[config.mk]
export PLATFORM = sky130hd
export DESIGN_NAME = ps2key_digit_rx
export DESIGN_NICKNAME = d
export VERILOG_FILES = /design/src/rtl/ps2key_digit_rx.sv
export SDC_FILE = /design/constraint.sdc
export NUM_CORES = 1
export LEC_CHECK = 0
export CAP_MARGIN = 10
export CORE_MARGIN = 2
export CORE_UTILIZATION = 30
export CTS_BUF_LIST = sky130_fd_sc_hd__clkbuf_16
export DETAILED_ROUTE_END_ITERATION = 7
export DONT_BUFFER_PORTS = 1
export PLACE_DENSITY = 0.47
export SLEW_MARGIN = 15
export SYNTH_ARGS = -nofsm -noshare
export SYNTH_HDL_FRONTEND = slang
export SYNTH_SLANG_ARGS = --single-unit
[constraint.sdc]
create_clock -name clk -period 3.23 [get_ports clk]
set_input_delay 0.1615 -clock clk [delete_from_list [all_inputs] [get_ports clk]]
set_output_delay 0.1615 -clock clk [all_outputs]
set_load 0.02 [all_outputs]
[src/rtl/ps2key_digit_rx.sv]
// PS/2 keyboard receiver: synchronises and filters the pins, frames 11-bit packets,
// checks start/odd-parity/stop, and decodes digit make codes behind E0/F0 prefix tracking.
module ps2key_digit_rx #(
  parameter int FILTER_LEN  = 4,
  parameter int TIMEOUT_CYC = 50000,
  parameter bit KEYPAD_EN   = 1'b1
) (
  input  logic       clk,
  input  logic       reset_n,
  input  logic       ps2_clk,
  input  logic       ps2_data,
  output logic       byte_valid,
  output logic [7:0] rx_byte,
  output logic       key_valid,
  output logic [3:0] key_digit,
  output logic       frame_err
);

  localparam int FW = $clog2(FILTER_LEN);
  localparam int TW = $clog2(TIMEOUT_CYC + 1);

  typedef enum logic [1:0] {
    S_IDLE,
    S_DATA,
    S_PARITY,
    S_STOP
  } state_t;

  logic          clk_s1_q, clk_s1_d, clk_s2_q, clk_s2_d;
  logic          dat_s1_q, dat_s1_d, dat_s2_q, dat_s2_d;
  logic          filt_q, filt_d;
  logic [FW-1:0] fcnt_q, fcnt_d;
  logic          fall;
  state_t        state_q, state_d;
  logic [2:0]    bit_cnt_q, bit_cnt_d;
  logic [7:0]    shift_q, shift_d;
  logic          par_q, par_d;
  logic [TW-1:0] to_cnt_q, to_cnt_d;
  logic          byte_valid_q, byte_valid_d;
  logic [7:0]    rx_byte_q, rx_byte_d;
  logic          frame_err_q, frame_err_d;
  logic          brk_q, brk_d;
  logic          ext_q, ext_d;
  logic          key_valid_q, key_valid_d;
  logic [3:0]    key_digit_q, key_digit_d;
  logic [4:0]    dec;

  // Returns {hit, digit} for a scan byte; keypad codes only count when enabled.
  function automatic logic [4:0] digit_of(input logic [7:0] code);
    logic [4:0] r;
    r = 5'h0;
    case (code)
      8'h16: r = {1'b1, 4'd1};
      8'h1E: r = {1'b1, 4'd2};
      8'h26: r = {1'b1, 4'd3};
      8'h25: r = {1'b1, 4'd4};
      8'h2E: r = {1'b1, 4'd5};
      8'h36: r = {1'b1, 4'd6};
      8'h3D: r = {1'b1, 4'd7};
      8'h3E: r = {1'b1, 4'd8};
      8'h46: r = {1'b1, 4'd9};
      8'h45: r = {1'b1, 4'd0};
      8'h69: r = {KEYPAD_EN, 4'd1};
      8'h72: r = {KEYPAD_EN, 4'd2};
      8'h7A: r = {KEYPAD_EN, 4'd3};
      8'h6B: r = {KEYPAD_EN, 4'd4};
      8'h73: r = {KEYPAD_EN, 4'd5};
      8'h74: r = {KEYPAD_EN, 4'd6};
      8'h6C: r = {KEYPAD_EN, 4'd7};
      8'h75: r = {KEYPAD_EN, 4'd8};
      8'h7D: r = {KEYPAD_EN, 4'd9};
      8'h70: r = {KEYPAD_EN, 4'd0};
      default: r = 5'h0;
    endcase
    return r;
  endfunction

  always_comb begin
    clk_s1_d = ps2_clk;
    clk_s2_d = clk_s1_q;
    dat_s1_d = ps2_data;
    dat_s2_d = dat_s1_q;
  end

  // The filtered clock flips only after FILTER_LEN consecutive disagreeing samples.
  always_comb begin
    filt_d = filt_q;
    fcnt_d = '0;
    if (clk_s2_q != filt_q) begin
      if (fcnt_q == FW'(FILTER_LEN - 1)) begin
        filt_d = clk_s2_q;
      end else begin
        fcnt_d = fcnt_q + 1'b1;
      end
    end
    fall = filt_q & ~filt_d;
  end

  always_comb begin
    state_d      = state_q;
    bit_cnt_d    = bit_cnt_q;
    shift_d      = shift_q;
    par_d        = par_q;
    rx_byte_d    = rx_byte_q;
    byte_valid_d = 1'b0;
    frame_err_d  = 1'b0;

    if (state_q == S_IDLE || fall) begin
      to_cnt_d = '0;
    end else begin
      to_cnt_d = to_cnt_q + 1'b1;
    end

    if (fall) begin
      case (state_q)
        S_IDLE: begin
          if (!dat_s2_q) begin
            state_d   = S_DATA;
            bit_cnt_d = 3'd0;
          end
        end
        S_DATA: begin
          shift_d   = {dat_s2_q, shift_q[7:1]};
          bit_cnt_d = bit_cnt_q + 1'b1;
          if (bit_cnt_q == 3'd7) begin
            state_d = S_PARITY;
          end
        end
        S_PARITY: begin
          par_d   = dat_s2_q;
          state_d = S_STOP;
        end
        S_STOP: begin
          state_d = S_IDLE;
          if (dat_s2_q && ((^shift_q) ^ par_q)) begin
            rx_byte_d    = shift_q;
            byte_valid_d = 1'b1;
          end else begin
            frame_err_d = 1'b1;
          end
        end
        default: state_d = S_IDLE;
      endcase
    end else if (state_q != S_IDLE && to_cnt_q == TW'(TIMEOUT_CYC - 1)) begin
      state_d     = S_IDLE;
      frame_err_d = 1'b1;
      to_cnt_d    = '0;
    end
  end

  // Prefix tracking runs one cycle behind the frame result so key_valid trails byte_valid.
  always_comb begin
    brk_d       = brk_q;
    ext_d       = ext_q;
    key_valid_d = 1'b0;
    key_digit_d = key_digit_q;
    dec         = digit_of(rx_byte_q);
    if (frame_err_q) begin
      brk_d = 1'b0;
      ext_d = 1'b0;
    end else if (byte_valid_q) begin
      if (rx_byte_q == 8'hF0) begin
        brk_d = 1'b1;
      end else if (rx_byte_q == 8'hE0) begin
        ext_d = 1'b1;
      end else begin
        brk_d = 1'b0;
        ext_d = 1'b0;
        if (!brk_q && !ext_q && dec[4]) begin
          key_valid_d = 1'b1;
          key_digit_d = dec[3:0];
        end
      end
    end
  end

  always_ff @(posedge clk) begin
    if (!reset_n) begin
      clk_s1_q     <= 1'b1;
      clk_s2_q     <= 1'b1;
      dat_s1_q     <= 1'b1;
      dat_s2_q     <= 1'b1;
      filt_q       <= 1'b1;
      fcnt_q       <= '0;
      state_q      <= S_IDLE;
      bit_cnt_q    <= 3'd0;
      shift_q      <= 8'h00;
      par_q        <= 1'b0;
      to_cnt_q     <= '0;
      byte_valid_q <= 1'b0;
      rx_byte_q    <= 8'h00;
      frame_err_q  <= 1'b0;
      brk_q        <= 1'b0;
      ext_q        <= 1'b0;
      key_valid_q  <= 1'b0;
      key_digit_q  <= 4'hF;
    end else begin
      clk_s1_q     <= clk_s1_d;
      clk_s2_q     <= clk_s2_d;
      dat_s1_q     <= dat_s1_d;
      dat_s2_q     <= dat_s2_d;
      filt_q       <= filt_d;
      fcnt_q       <= fcnt_d;
      state_q      <= state_d;
      bit_cnt_q    <= bit_cnt_d;
      shift_q      <= shift_d;
      par_q        <= par_d;
      to_cnt_q     <= to_cnt_d;
      byte_valid_q <= byte_valid_d;
      rx_byte_q    <= rx_byte_d;
      frame_err_q  <= frame_err_d;
      brk_q        <= brk_d;
      ext_q        <= ext_d;
      key_valid_q  <= key_valid_d;
      key_digit_q  <= key_digit_d;
    end
  end

  assign byte_valid = byte_valid_q;
  assign rx_byte    = rx_byte_q;
  assign frame_err  = frame_err_q;
  assign key_valid  = key_valid_q;
  assign key_digit  = key_digit_q;

endmodule

* Word-level counts from Yosys, hierarchy flattened *
Index checks and enable logic that the tools add are counted.
Widths: inputs -> output; s select.

storage, ports and cells
  bits in registers = 54
  bits in latches = 0
  bits in writable memories = 0
  bits in read-only memories = 0
  input bits = 4
  output and inout port bits = 15
  memories kept = 0

cells by class
  $add $sub $neg = 3
  multiply operators = 0
  div/mod/pow operators = 0
  $lt $le $gt $ge = 0
  equality and inequality tests = 33
  shift operators = 0
  mux-type cells = 22
  bitwise gates (word level) = 9
  reductions and logical operators = 34

operators by type and width
  kind                   count
  $eq 8x7->1 const B     12
  $pmux 5 s10            1
  $eq 8x6->1 const B     6
  $mux 16                3
  $reduce_or 2->1        11
  $add 16x1->16 const B  1
  $eq 16x16->1 const B   1
  $eq 8x5->1 const B     2
  $eq 8x8->1 const B     2
  $reduce_and 3->1       4
  $mux 1                 11
  $mux 2                 4
  $pmux 2 s4             1
  $reduce_and 2->1       4
  $reduce_xor 8->1       1
  $not 1->1              7
  $eq 2x2->1 const B     3
  $ne 3x3->1 const B     2
  $pmux 3 s2             1
  $reduce_bool 2->1      3
  $reduce_and 5->1       1
  $reduce_or 5->1        1
  $logic_and 1x1->1      4
  $ne 2x2->1 const B     2
  12 further kinds       13

* Longest topological paths before layout *
Gate-level depths: netlist of run 1.

  depth after elaboration = 9
  gate-level depth with buffers = 8
  gate-level depth less buffers = 7

* Worst setup path before layout of run 1 *
OpenSTA, ideal clock, no wires.

  path type = reg-to-reg
  start point = register rx_byte_q[4], in the netlist rx_byte[4]
  end point = register key_valid_q, in the netlist key_valid
  setup time = 0.115 ns
  arrival time = 1.814 ns
  required time = 3.115 ns
  slack = 1.301 ns
  cell stages (with the launch flop) = 8
  clock period less this slack = 1.929 ns
  cell sequence = dfxtp_1 clkbuf_1 xnor2_1 nor4b_1 o311a_1 nor3_1 a21oi_2 and2_1

on the way
  word-level cells in the longest chain between the ends = 5
  elaborated cells between the ends (all ways) = 36
  classes of those cells = eq/ne (22); mux (2); reduce/logical (12)

RTL lines
  element                             RTL line  RTL
  start, declared                     40        logic [7:0] rx_byte_q, rx_byte_d;
  start signal, assigned              210       rx_byte_q <= rx_byte_d;
  $eq 8x7->1 (tied with other cells)  52        case (code)
  $reduce_or 2->1 (no source line)    --
  $pmux 5 s10                         52
  $logic_and 1x1->1                   169       if (!brk_q && !ext_q && dec[4]) begin
  $mux 1                              169
  end signal, assigned                214       key_valid_q <= key_valid_d;
  end, declared                       44        logic key_valid_q, key_valid_d;

Parallel ways exist; a longest one is shown, timed or not.
A chain may end at the register's enable or synchronous reset.

* Worst setup path in the final report of run 1 *
Same ends and word-level chain as after synthesis.

==> results of run 1 <==
## metal layers
metal,wire [µm],part of all wire [%],global-route usage (%),up-vias
met5,0,0,0,-
met4,93,1.7,4.32,0
met3,207,3.7,3.40,7
met2,2580,46,18.9,26
met1,2700,48,16.0,975
li1,-,-,-,1056
## Yosys cell counts, types with 3 or more instances
master	number	area share, %
dfxtp_1	54	40
nor2_1	46	6.4
nand2_1	35	4.9
a21oi_1	13	2.4
xnor2_1	13	4.2
mux2i_1	11	4.1
clkbuf_1	9	1.3
nand2b_1	9	2.1
ha_1	8	3.7
nor4_1	8	1.9
xor2_1	8	2.6
buf_2	7	1.3
inv_1	6	0.84
o21ai_0	6	1.1
nand3_1	5	0.93
nand3b_1	5	1.4
nand4_1	5	1.2
nor4bb_1	5	1.9
nor3_1	4	0.74
and4b_1	3	1.1
nor4b_1	3	0.98
## area by class of cell
cell class,count,area share [%]
clock buffer,5,4.28
clock inverter,2,0.471
inverter,6,0.771
multi-input combinational,230,51.6
sequential,54,37.0
tap,108,4.63
timing repair buffer,4,1.28
## metrics by stage
stage	instances	setup WS (ps)	total power, µW
after global placement	399	991	698
after CTS	409	934	1230
final	409	959	1210
after floorplan	307	1300	696
after global routing	409	745	1260
after detailed placement	399	946	698
## worst paths after layout
check,startpoint,end,slack [ps],cells after the start
worst max-delay path,rx_byte[4],key_valid,960,6
worst min-delay path,reset_n,ext_q,40,2
worst max register to register,rx_byte[4],key_valid,960,6
worst min register to register,dat_s1_q,dat_s2_q,410,1
## flip-flops by register name, indices dropped and copies added (netlist names)
signal and cells:
bit_cnt_q 3, brk_q 1, byte_valid 1, clk_s1_q 1, clk_s2_q 1, dat_s1_q 1, dat_s2_q 1, ext_q 1
fcnt_q 2, filt_q 1, frame_err 1, key_digit 4, key_valid 1, par_q 1, rx_byte 8, shift_q 8
state_q 2, to_cnt_q 16
## timing repair
| action | CTS | global route |
|---|---|---|
| gates resized for setup | 0 | 0 |
| hold endpoints to repair | 8 | 0 |
| hold buffers | 3 | 0 |
## cell families (layout without fill, tap and decap cells)
family	after synthesis	in the layout	synth area share, %
AO/OA/AOI/OAI	37	37	9.12
XOR/XNOR	23	23	8.33
adder cells (fa/ha/maj)	8	8	3.72
buffers and inverters	23	17	3.81
flip-flops	54	54	40.2
multiplexers	13	13	4.93
AND/OR/NAND/NOR	149	149	29.9
## power by group through the flow
stage                     Sequential (µW)  Combinational, µW  Clock, µW
after CTS                             669               17.9        541
after detailed placement              685               13.1          0
after global placement                685               12.7          0
after global routing                  670               20.0        571
after floorplan                       684               11.1          0
final                                 669               18.0        524
==> qor.csv, run 1 <==
metric;value;unit
max_stage_delay;820;ps
seq_area_frac_synth;40.2;%
whs;42.1;ps
grt_pass1_wl;9.63;mm
hold_violations;0;
post_cts_buffers;0;
placed_cell_area;0.00275;mm²
start_util;30.8;%
crit_buf_inv;0;
mostFrequentLayoutCells;dfxtp_1, nor2_1, nand2_1, xnor2_1, a21oi_1;
grt_antenna_before_repair;0;
grt_usage;12.1;%
cts_tree;done;
cts_inserted_buffers;5;
stdcell_area;0.00292;mm²
p_comb_share;1.5;%
crit_family;flip-flops;
rsz0062_at_grt;false;
fp.dieW;98.7;µm
maxSlewHeadroom;48.5;%
drc;0;
cts_root_buf;clkbuf_16;
drtIter0Drc;70;
path_max_fanout;18;
syn_inst;307;
synth_edf_count;0;
ir_drop;229;µV
cp_data_required_time;3420;ps
h-tree-depth;2;
endpoint_kind;flop;
leakage;0.000943;µW
swShare;20.8;%
antenna_left;0;
async_reset_ff_share;0;%
syn_avg_cell_area;8.76;µm²
wl_per_cell;13.7;µm
core_area;0.00872;mm²
crit_path_cell_trace;xnor2_1 > nor4b_1 > o311a_1 > nor3_1 > a21oi_2 > and2_1;
netlist_area;0.00269;mm²
skew;8.81;ps
die_height;98.7;µm
fmax;440;MHz
fp.dieArea;0.00974;mm²
drt_wl_total;5.59;mm
p_per_area;415;mW/mm²
crit_type;reg2reg;
p_switching;252;µW
path_clk_slew;70;ps
drive_above_1_share;6.31;%
maxCapViolations;0;
ys_types;54;
cts_buffer_depth;2;
final_common_cell;dfxtp_1;
setup_viol;0;
gr-total-overflow;0;
dr.pass1.iters;4;
fin_nets;313;
synthFlopType;dfxtp_1;
clock_sinks;54;
cpMaxStageDelayCell;dfxtp_1;
io_buffer_count;0;
ys_seq_elements;54;
status;complete, no violations;
seq_power_share;55.3;%
multi_input_area;0.00151;mm²
worst_slew_pin_slew;772;ps
yosys_warnings;0;
final-max-slew-violation-count;0;
clock_power_share;43.3;%
vias;2064;
cp.arrival;2460;ps
place.gp.congestion;0.766;
antenna_cells;0;
fillers;914;
post-route-period-util;70.3;%
hold_path.class;in2reg;
vias_per_cell;5.05;
io_pins;19;
tns;0;ps
grt_pass1_vias;1950;
p_int;959;µW
syn_to_final_growth;8.60;%
final_core_util;33.5;%
regArea;0.00108;mm²
dp_hpwl;3.78;mm
synth_fp_nets;319;
min_period;2270;ps
startpoint_type;flop;
clock_latency;290;ps
grt_max_degree;30;
rows;34;
No activity file was read; power rests on OpenSTA's default activity.
==> inputs of run 2 (changes only) <==
--- a/config.mk
+++ b/config.mk
@@ -5,13 +5,14 @@
 export SDC_FILE = /design/constraint.sdc
 export NUM_CORES = 1
 export LEC_CHECK = 0
+export ABC_AREA = 1
 export CAP_MARGIN = 10
 export CORE_MARGIN = 2
 export CORE_UTILIZATION = 30
 export CTS_BUF_LIST = sky130_fd_sc_hd__clkbuf_16
 export DETAILED_ROUTE_END_ITERATION = 7
 export DONT_BUFFER_PORTS = 1
-export PLACE_DENSITY = 0.47
+export PLACE_DENSITY = 0.48
 export SLEW_MARGIN = 15
 export SYNTH_ARGS = -nofsm -noshare
 export SYNTH_HDL_FRONTEND = slang
==> constraint.sdc (replaced) <==
create_clock -name clk -period 1.9 [get_ports clk]
set_input_delay 0.095 -clock clk [delete_from_list [all_inputs] [get_ports clk]]
set_output_delay 0.095 -clock clk [all_outputs]
set_load 0.02 [all_outputs]
==> qor.csv, run 2 <==
metric;value;unit
grt_antenna_before_repair;0;
path_clk_slew;70;ps
syn_avg_cell_area;6.51;µm²
die_height;103;µm
regArea;0.00108;mm²
final-max-slew-violation-count;0;
gr-total-overflow;0;
dr.pass1.iters;4;
synth_edf_count;0;
swShare;19.2;%
cpMaxStageDelayCell;dfxtp_1;
io_buffer_count;0;
post-route-period-util;89.5;%
hold_path.class;in2reg;
syn_inst;455;
synth_area_leader_cell;dfxtp_1;
hold_violations;0;
largest_reg_flops;16;
h-tree-depth;2;
place_ws;216;ps
power;2180;µW
place.gp.congestion;0.884;
synth_top_area_share;36.5;%
fillers;1040;
skew;4.43;ps
maxSlewHeadroom;41.0;%
io_pins;19;
p_int;1760;µW
leakage;0.00139;µW
fp.dieArea;0.0107;mm²
clock_sinks;54;
vias;2687;
cts_root_buf;clkbuf_16;
holdBufCountCts;3;
maxCapViolations;0;
synth_common_cells;nand2_1, nor2_1, inv_1, dfxtp_1, nand3_1;
seq_power_share;52.3;%
cts_tree;done;
vias_per_cell;4.46;
drc;0;
tns;0;ps
post_cts_buffers;0;
core_area;0.00968;mm²
cp.arrival;1890;ps
fp.dieW;103;µm
final_core_util;34.8;%
drt_wl_total;6.29;mm
grt_pass1_wl;10.9;mm
multi_input_area;0.00163;mm²
wl_per_cell;10.4;µm
path_max_fanout;9;
cts_inserted_buffers;5;
status;complete, no violations;
rows;36;
min_period;1700;ps
syn_to_final_growth;13.9;%
rsz0062_at_grt;false;
largest_register;to_cnt_q;
ys_types;29;
cts_buffer_depth;2;
p_per_area;646;mW/mm²
grt_max_degree;24;
final_common_cell;nand2_1;
ctsResizeCount;0;
worst_slew_pin_slew;883;ps
fmax;588;MHz
synth_area_leaders;dfxtp_1, nand2_1, nor2_1;
crit_family;simple AND/OR/NAND/NOR gates;
setup_ws;200;ps
async_reset_ff_share;0;%
synthFlopType;dfxtp_1;
grt_usage;12.7;%
grt_pass1_vias;2492;
crit_type;reg2reg;
p_comb_share;1.5;%
start_util;30.6;%
antenna_cells;0;
synth_fp_nets;467;
fin_nets;482;
ir_drop;387;µV
netlist_area;0.00296;mm²
max_stage_delay;330;ps
whs;59.2;ps
seq_area_frac_synth;36.5;%
ys_seq_elements;54;
dp_hpwl;4.85;mm
drtIter0Drc;93;
drive_above_1_share;11.3;%
crit_path_cell_trace;ha_1 > nor2_1 > a21oi_2 > nand2_2 > inv_1 > nand2_1 > inv_2 > nand4_1 > nand2_1 > nor2_1;
synth.most_common_cell;nand2_1;
p_switching;418;µW
cp_data_required_time;2090;ps
yosys_warnings;0;
mostFrequentLayoutCells;nand2_1, nor2_1, inv_1, dfxtp_1, nand3_1;
startpoint_type;flop;
setup_viol;0;
antenna_left;0;
clock_power_share;46.2;%
clock_latency;290;ps
crit_buf_inv;2;
endpoint_kind;flop;
-- run 2: worst paths after layout --
path | endpoint | cells after the start | slack [ps] | startpoint
min reg2reg | clk_s2_q | 1 | 410 | clk_s1_q
max | rx_byte[0] | 10 | 200 | fcnt_q[0]
min | to_cnt_q[13] | 4 | 60 | reset_n
max reg2reg | rx_byte[0] | 10 | 200 | fcnt_q[0]
-- run 2: routing by layer --
metal / vias to the layer above / global-route usage [%] / wire [µm]
met4: 0 / 3.95 / 80
met5: - / 0 / 0
li1: 1460 / - / -
met1: 1183 / 16.1 / 3120
met3: 8 / 2.35 / 165
met2: 36 / 21.7 / 2930
-- run 2: cell type report --
type	count	share of cell area (%)
multi-input combinational	334	48.2
inverter	62	6.98
clock inverter	2	1.00
tap	133	4.94
sequential	54	32.1
clock buffer	5	3.71
timing repair buffer	13	3.12
-- run 2: cells by family (layout without fill, tap and decap cells) --
group,count (synthesis),count (layout),share of synthesized area [%]
buf+inv,67,82,8.62
compound gates,46,46,8.03
flops,54,54,36.5
fa+ha+maj,8,8,3.38
simple gates,275,275,42.0
xor+xnor,5,5,1.48
-- run 2: worst min-delay path, stage by stage --
cell	delay (ps)
nand2_2	60
nor2_4	60
nand2_1	50
nor2_1	30
-- run 2: power groups by stage --
stage          Combinational [µW]  Clock [µW]  Sequential (µW)
2_1_floorplan                21.5           0             1160
3_3_place_gp                 21.1           0             1160
3_5_place_dp                 21.4           0             1160
4_1_cts                      33.5        1040             1140
5_1_grt                      37.9        1080             1140
6_report                     33.2        1000             1140
-- run 2: per-stage QoR --
stage	std cells	instance area [µm²]
2_1_floorplan	455	2960
3_3_place_gp	593	3180
3_5_place_dp	593	3180
4_1_cts	603	3370
5_1_grt	603	3370
6_report	603	3370
==> inputs of run 3 (changes only) <==
--- a/config.mk
+++ b/config.mk
@@ -7,6 +7,7 @@
 export LEC_CHECK = 0
 export ABC_AREA = 1
 export CAP_MARGIN = 10
+export CORE_ASPECT_RATIO = 1.25
 export CORE_MARGIN = 2
 export CORE_UTILIZATION = 30
 export CTS_BUF_LIST = sky130_fd_sc_hd__clkbuf_16
==> qor.csv, run 3 (synthesized netlist as in run 2, its figures left out) <==
metric;value;unit
status;complete, no violations;
tns;0;ps
dp_hpwl;4.87;mm
setup_ws;221;ps
path_clk_slew;70;ps
ir_drop;366;µV
fp.dieW;92.9;µm
stdcell_area;0.00339;mm²
mostFrequentLayoutCells;nand2_1, nor2_1, inv_1, dfxtp_1, nand3_1;
worst_slew_pin_slew;824;ps
die_height;115;µm
fin_nets;483;
wl_per_cell;10.6;µm
vias;2684;
drt_wl_total;6.32;mm
fp.dieArea;0.0107;mm²
place_ws;218;ps
start_util;30.8;%
seq_power_share;50.8;%
crit_path_cell_trace;ha_1 > nor2_1 > a21oi_2 > nand2_2 > inv_1 > nand2_2 > clkinvlp_2 > nand4_1 > nand2_1 > nor2_1;
hold_path.class;in2reg;
final-max-slew-violation-count;0;
cts_tree;done;
clock_sinks;54;
cts_buffer_depth;2;
post_cts_buffers;0;
antenna_cells;0;
path_max_fanout;6;
io_buffer_count;0;
vias_per_cell;4.49;
skew;8.05;ps
drive_above_1_share;12.1;%
grt_pass1_vias;2500;
maxSlewHeadroom;44.9;%
place.gp.congestion;0.867;
clock_power_share;47.7;%
cts_inserted_buffers;5;
crit_type;reg2reg;
h-tree-depth;2;
dr.pass1.iters;4;
startpoint_type;flop;
grt_antenna_before_repair;0;
p_comb_share;1.5;%
hold_violations;0;
grt_max_degree;24;
io_pins;19;
max_stage_delay;320;ps
grt_pass1_wl;10.9;mm
final_core_util;35.2;%
rows;40;
final_common_cell;nand2_1;
cp.arrival;1910;ps
endpoint_kind;flop;
cpMaxStageDelayCell;dfxtp_1;
p_int;1780;µW
maxCapViolations;0;
largest_register;to_cnt_q;
post-route-period-util;88.4;%
swShare;20.5;%
core_area;0.00961;mm²
fmax;596;MHz
min_period;1680;ps
drtIter0Drc;93;
gr-total-overflow;0;
p_per_area;661;mW/mm²
largest_reg_flops;16;
rsz0062_at_grt;false;
grt_usage;12.7;%
setup_viol;0;
clock_latency;300;ps
placed_cell_area;0.00317;mm²
drc;0;
cts_root_buf;clkbuf_16;
leakage;0.00140;µW
cp_data_required_time;2130;ps
p_switching;459;µW
syn_to_final_growth;14.3;%
antenna_left;0;
## run 3: changes by cell type in the layout (fill, tap and decap cells not counted)
cell and delta:
inv_8 +1, nand2_1 -1, clkinv_1 -1, nand2_2 +1, clkinvlp_2 +1, clkinvlp_4 +1
## run 3: area by class of cell
class / instances / area (µm²)
well taps: 126 / 158
inverters: 62 / 235
fillers: 1066 / 6220
clock buffers: 5 / 125
clock inverters: 3 / 48.8
flip-flops and latches: 54 / 1080
multi-input cells: 334 / 1630
repair buffers: 13 / 105
repair inverters: 1 / 5.00
## run 3: routing by layer
layer / routed length [µm] / GRT usage, % / up-vias
li1: - / - / 1462
met1: 2770 / 14.3 / 1178
met2: 3130 / 22.2 / 33
met3: 236 / 3.21 / 11
met4: 186 / 5.98 / 0
met5: 0 / 0 / -
## run 3: critical path: cells and delay by family (launching register included)
kind            cells  cell delay, ps
simple gates        6             700
compound gates      1              50
fa+ha+maj           1             230
flops               1             320
buf+inv             2             320
## run 3: power groups by stage
stage | clock network, µW | logic [µW] | registers, µW
3_3_place_gp | 0 | 22.5 | 1160
3_5_place_dp | 0 | 22.9 | 1160
6_report | 1070 | 33.8 | 1140
5_1_grt | 1150 | 38.6 | 1140
2_1_floorplan | 0 | 21.5 | 1160
4_1_cts | 1110 | 35.1 | 1140
## run 3: final timing paths
path | slack (ps) | end | from | cells past startpoint
max reg2reg | 220 | rx_byte[2] | fcnt_q[0] | 10
min | 50 | to_cnt_q[13] | reset_n | 4
max | 220 | rx_byte[2] | fcnt_q[0] | 10
min reg2reg | 420 | clk_s2_q | clk_s1_q | 1
## run 3: metrics by stage
step	std cells	total power, µW	hold slack [ps]
finish	598	2240	45.8
global placement	586	1190	173
floorplan	455	1190	202
CTS	597	2280	43.1
detailed placement	586	1190	175
global route	598	2320	76.2
## run 3: repair_timing
| item | in CTS | in global routing |
|---|---|---|
| endpoints found under the setup margin | 0 | 7 |
| hold buffers | 3 | 0 |
| gates resized for setup | 0 | 1 |
| hold endpoints to repair | 26 | 0 |
